$ cat config.mk
export PLATFORM = sky130hd
export DESIGN_NAME = conv_window_gen
export DESIGN_NICKNAME = d
export VERILOG_FILES = /design/src/rtl/conv_window_gen.sv
export SDC_FILE = /design/constraint.sdc
export NUM_CORES = 1
export LEC_CHECK = 0
export BUFFER_PORTS_ARGS = -buffer_cell sky130_fd_sc_hd__buf_2
export CORE_UTILIZATION = 59
export CTS_CLUSTER_DIAMETER = 120
export CTS_CLUSTER_SIZE = 12
export DETAILED_ROUTE_END_ITERATION = 12
export MAX_ROUTING_LAYER = met4
export PLACE_DENSITY = 0.95
export SLEW_MARGIN = 20
export SYNTH_ARGS = -nofsm -noshare
export SYNTH_HDL_FRONTEND = slang
export SYNTH_SLANG_ARGS = --single-unit
export TNS_END_PERCENT = 30
$ cat constraint.sdc
create_clock -name clk -period 6.7 [get_ports clk]
set_input_delay 0.67 -clock clk [delete_from_list [all_inputs] [get_ports clk]]
set_output_delay 0.67 -clock clk [all_outputs]
set_load 0.01 [all_outputs]
$ cat src/rtl/conv_window_gen.sv
// rtl/conv_window_gen.sv - sliding KxK window generator over a raster pixel stream
module conv_window_gen #(
  parameter int IMAGE_WIDTH  = 4,
  parameter int IMAGE_HEIGHT = 4,
  parameter int KERNEL_SIZE  = 3,
  parameter int DATA_WIDTH   = 8
) (
  input  logic                                              clk,
  input  logic                                              rst,
  input  logic                                              pix_valid,
  input  logic [DATA_WIDTH-1:0]                             pix_data,
  output logic                                              pix_ready,
  output logic                                              win_valid,
  input  logic                                              win_ready,
  output logic [KERNEL_SIZE*KERNEL_SIZE*DATA_WIDTH-1:0]     window,
  output logic                                              win_last
);

  localparam int K        = KERNEL_SIZE;
  localparam int CW       = (IMAGE_WIDTH  > 1) ? $clog2(IMAGE_WIDTH)  : 1;
  localparam int RW       = (IMAGE_HEIGHT > 1) ? $clog2(IMAGE_HEIGHT) : 1;
  localparam int LB_DEPTH = (K - 1) * IMAGE_WIDTH;

  logic [CW-1:0]         col_q, col_d;
  logic [RW-1:0]         row_q, row_d;
  logic                  valid_q, valid_d;
  logic                  last_q, last_d;
  logic [DATA_WIDTH-1:0] win_q [K][K];
  logic [DATA_WIDTH-1:0] win_d [K][K];
  logic [DATA_WIDTH-1:0] lb_q  [LB_DEPTH];

  logic accept;
  logic col_end;
  logic row_end;
  logic emit;
  logic frame_end;
  logic taken;

  // A held window blocks intake so the window register cannot shift under it
  assign pix_ready = !valid_q || win_ready;
  assign accept    = pix_valid && pix_ready;
  assign col_end   = (col_q == CW'(IMAGE_WIDTH - 1));
  assign row_end   = (row_q == RW'(IMAGE_HEIGHT - 1));
  assign frame_end = accept && col_end && row_end;
  assign emit      = accept && (row_q >= RW'(K - 1)) && (col_q >= CW'(K - 1));
  assign taken     = valid_q && win_ready;

  // Raster position of the next pixel, wrapping at row and frame ends
  always_comb begin
    col_d = col_q;
    row_d = row_q;
    if (accept) begin
      if (col_end) begin
        col_d = '0;
        row_d = row_end ? '0 : row_q + RW'(1);
      end else begin
        col_d = col_q + CW'(1);
      end
    end
  end

  // Position counter registers
  always_ff @(posedge clk or negedge rst) begin
    if (!rst) begin
      col_q <= '0;
      row_q <= '0;
    end else begin
      col_q <= col_d;
      row_q <= row_d;
    end
  end

  // Line buffer: one shift chain of K-1 rows; entry W*j-1 is the same column j rows back.
  // Contents are never used before being refilled after reset, so no reset is needed.
  always_ff @(posedge clk) begin
    if (accept) begin
      lb_q[0] <= pix_data;
      for (int i = 1; i < LB_DEPTH; i++) begin
        lb_q[i] <= lb_q[i-1];
      end
    end
  end

  // Window shifts left one column per accept; new right column comes from the taps plus the input
  always_comb begin
    win_d = win_q;
    if (accept) begin
      for (int r = 0; r < K; r++) begin
        for (int c = 0; c < K - 1; c++) begin
          win_d[r][c] = win_q[r][c+1];
        end
      end
      for (int r = 0; r < K - 1; r++) begin
        win_d[r][K-1] = lb_q[(K - 1 - r) * IMAGE_WIDTH - 1];
      end
      win_d[K-1][K-1] = pix_data;
    end
  end

  // Window register, cleared on reset so no stale data is ever visible
  always_ff @(posedge clk or negedge rst) begin
    if (!rst) begin
      for (int r = 0; r < K; r++) begin
        for (int c = 0; c < K; c++) begin
          win_q[r][c] <= '0;
        end
      end
    end else begin
      win_q <= win_d;
    end
  end

  // Output qualifiers: a new emit overrides a handshake so windows stream with no bubble
  always_comb begin
    valid_d = valid_q;
    last_d  = last_q;
    if (emit) begin
      valid_d = 1'b1;
      last_d  = frame_end;
    end else if (taken) begin
      valid_d = 1'b0;
      last_d  = 1'b0;
    end
  end

  // Output qualifier registers
  always_ff @(posedge clk or negedge rst) begin
    if (!rst) begin
      valid_q <= 1'b0;
      last_q  <= 1'b0;
    end else begin
      valid_q <= valid_d;
      last_q  <= last_d;
    end
  end

  // Flatten the window, element (r,c) at index r*K+c
  always_comb begin
    window = '0;
    for (int r = 0; r < K; r++) begin
      for (int c = 0; c < K; c++) begin
        window[(r*K+c)*DATA_WIDTH +: DATA_WIDTH] = win_q[r][c];
      end
    end
  end

  assign win_valid = valid_q;
  assign win_last  = last_q;

endmodule

# Word-level counts from Yosys, hierarchy flattened
# Memories as Yosys holds them, arrays and structs flattened. A register that Yosys moved wholly into a read port is not among the register bits.
# Index checks and enable logic that the tools add are counted.
# word_totals
regBits,70
mem_bits_rw,64
in_bits,12
out_inout_bits,75
wordCells,37
n_memories,1
# classes
add_sub_neg,2
magnitude_cmp,2
eq_ne,2
mux,7
reduce_logical,11
# memory_table
memory,words,word_bits,rd,rd_clocked_by_memory_dff,wr,line_no,rtl
lb_q,8,8,8,1,8,30,logic [DATA_WIDTH-1:0] lb_q [LB_DEPTH];
# op_table
operator,count
1-bit logical AND,6
1-bit two-way mux,5
2-bit by 1-bit adder with 2-bit output (second input constant),2
2-bit == test (second input constant),2
2-bit >= comparator (second input constant),2
2-bit two-way mux,2
1-bit logical NOT,2
2-bit AND reduction,1
2-bit nonzero test,1
1-bit logical OR,1

# Depth between registers and ports, before layout
# logic_depth
depth_word,6
ltp_mapped,5
mapped_depth_nobuf,5

# Least setup slack after synthesis
# Ideal clock, no wire load.
# synth_path
path_kind,input port to flip-flop
from,in win_ready
to,"mem lb_q[0][0], enable pin"
setup_time_ps,418
arrival_ps,2322
t_required_ps,6282
path_slack_ps,3960
stages,4
path_buffers,1
path_cell_list,nand2b_4 nand2_2 buf_2 inv_1
# synth_lines
element,line_no,rtl
"start, declared",14,"input logic win_ready,"
"end, declared",30,

==> flow_summary.json <==
{
  "run_status": "complete, no violations",
  "crit_required_ps": 6840,
  "critical_path_class": "flop to flop",
  "area_delta_synth_final_pct": 20.1,
  "synth_fp_nets": 263,
  "cts-root-buf": "clkbuf_8",
  "critPathLaunchType": "flop",
  "die_y_um": 95.3,
  "relSlewSlack": 0.351,
  "die_w_um": 95.3,
  "fillCellCount": 500,
  "ys_ff_latch": 142,
  "clk_transition_reported_paths_ps": 60,
  "ys_warn_count": 0,
  "pin_count": 87,
  "die_area_um2": 9090,
  "via_per_inst": 5.30,
  "grt_max_degree": 79,
  "setup_violations": 0,
  "place_ws_ps": 4080,
  "grt_usage": 0.197,
  "synthFlopType": "dfrtp_1",
  "avgRoutedWirePerCell_um": 17.4,
  "hold_buffers": 0,
  "cts_inserted_buffers": 17,
  "yosysMostFrequentCell": "dfrtp_1",
  "hold_viol_final": 0,
  "grt_pass1_vias": 2559,
  "synth.cell_area_um2": 5140,
  "via_count": 2458,
  "cts_resized": 0,
  "ys_types": 16,
  "drive_gt1_frac": 0.552,
  "avgSynthCellArea_um2": 20.8,
  "ys_seq_area_frac": 0.754,
  "design_area_um2": 6170,
  "min_period_ps": 2240,
  "max_freq_ghz": 0.446,
  "clock-sinks": 142,
  "synth_edf_count": 64,
  "finalClockSkew_ps": 7.65,
  "htree_levels": 4,
  "drv_slew": 0,
  "syn_inst": 247,
  "rows": 33,
  "place_inst": 432,
  "crit_fanout": 38,
  "setup_slack_ps": 4460,
  "netlist.area_leader.share": 0.380,
  "wl_um": 8070,
  "layout.nets": 362,
  "yosysTopAreaCell": "dfrtp_1",
  "peakVddDrop_mv": 0.261,
  "synthArstFlopShare": 0.549,
  "n_antenna_cell": 0,
  "worst_skew_pair.late_latency_ps": 500,
  "min_period_over_period": 0.334,
  "leakagePower_nw": 2.77,
  "tightest_slew_ps": 973,
  "clockBufferDepth": 2,
  "gp_congestion": 0.655,
  "port_buffers": 86,
  "hold_path.class": "primary input to async pin",
  "drtIter0Drc": 114,
  "grt_first_pass_wirelength_um": 12500,
  "start_util": 0.616,
  "synth_area_leaders": "dfrtp_1 38%, edfxtp_1 37%, mux2_4 15%",
  "post-dp-hpwl_um": 5010,
  "power.density_nw_per_um2": 485,
  "ant_nets": 0,
  "tns_ps": 0,
  "coreArea_um2": 8340,
  "drv_cap": 0,
  "synthTopCellsByCount": "78 x dfrtp_1, 64 x edfxtp_1, 50 x mux2_4, 24 x mux2_2, 6 x buf_6",
  "cts_tree": "yes",
  "grt_overflow": 0,
  "worstSetupEndpointType": "flop",
  "hold_ws_ps": 329,
  "layout.cells.non_filler": 464,
  "total_power_mw": 2.99,
  "cp_cell_sequence": "nand2b_4 > nand2_4 > inv_2 > buf_4",
  "antenna_found_initial": 0,
  "cp_slowest_cell": "buf_4",
  "drc": 0,
  "crit_path_max_incr_delay_ps": 530,
  "drtPass1Iterations": 4,
  "utilization": 0.740,
  "rsz0062_at_grt": "no",
  "cts_setup_buffers": 0,
  "critPathArrivalTime_ps": 2380,
  "place_area_um2": 5650
}
==> per-layer routing <==
layer  global-route usage  part of all wire
met1                0.232              0.44
met3               0.0654             0.047
met4               0.0770             0.012
met5                    -                 0
met2                0.314              0.50
==> worst max-delay path: cells and delay by family (launching register included) <==
| kind | cells | cell delay, ps |
|---|---|---|
| buffers and inverters | 2 | 1050 |
| DFF | 1 | 420 |
| and+or+nand+nor | 2 | 360 |
==> power breakdown <==
part           leakage (nW)  total, mW  switching (mW)  internal (mW)
combinational         0.989      0.781           0.344          0.438
sequential             1.53       1.40           0.186           1.21
clock                 0.251      0.813           0.356          0.457
total                  2.77       2.99           0.886           2.11
==> cell usage in the layout, fill, tap and decap left out, drive strengths merged <==
| master | count |
|---|---|
| o22a | 1 |
| clkinvlp | 4 |
| mux2i | 3 |
| clkinv | 7 |
| nand2b | 1 |
| buf | 88 |
| a21bo | 1 |
| clkbuf | 17 |
| mux2 | 74 |
| edfxtp | 64 |
| dfrtp | 78 |
| ha | 4 |
| nor2 | 2 |
| inv | 9 |
| nand3 | 2 |
| nand2 | 4 |
==> cell type report <==
type	count	area [um2]	share of cell area
clock buffers	17	414	0.0671
clock inverters	15	113	0.0182
inverters	5	18.8	0.00304
multi-input cells	92	1170	0.190
flip-flops and latches	142	3870	0.628
well taps	105	131	0.0213
repair buffers	88	448	0.0726
==> path summary, 6_finish.rpt <==
check,startpoint,endpoint,slack (ps),cells past startpoint
max,win_valid,lb_q[3][4],4460,4
min,rst,window[5],330,1
max reg2reg,win_valid,lb_q[3][4],4460,4
min reg2reg,lb_q[5][1],lb_q[6][1],410,0
max in group asynchronous,rst,window[68],5750,1
min in group clk,pix_data[2],lb_q[0][2],350,1
==> sequential cells by signal (all words and copies together) (netlist names) <==
| signal | cells |
|---|---|
| col_q | 2 |
| lb_q | 64 |
| row_q | 2 |
| win_last | 1 |
| win_valid | 1 |
| window | 72 |
==> logic make-up (layout without fill, tap and decap cells) <==
logic type,Yosys count,in the layout,share of synthesized area
buffers and inverters,13,125,0.0187
flip-flops,142,142,0.754
AND/OR/NAND/NOR,9,9,0.00950
AO/OA/AOI/OAI,2,2,0.00365
multiplexers,77,77,0.205
adder cells (fa/ha/maj),4,4,0.00974
Note: power is estimated with default switching activity, not from simulation.
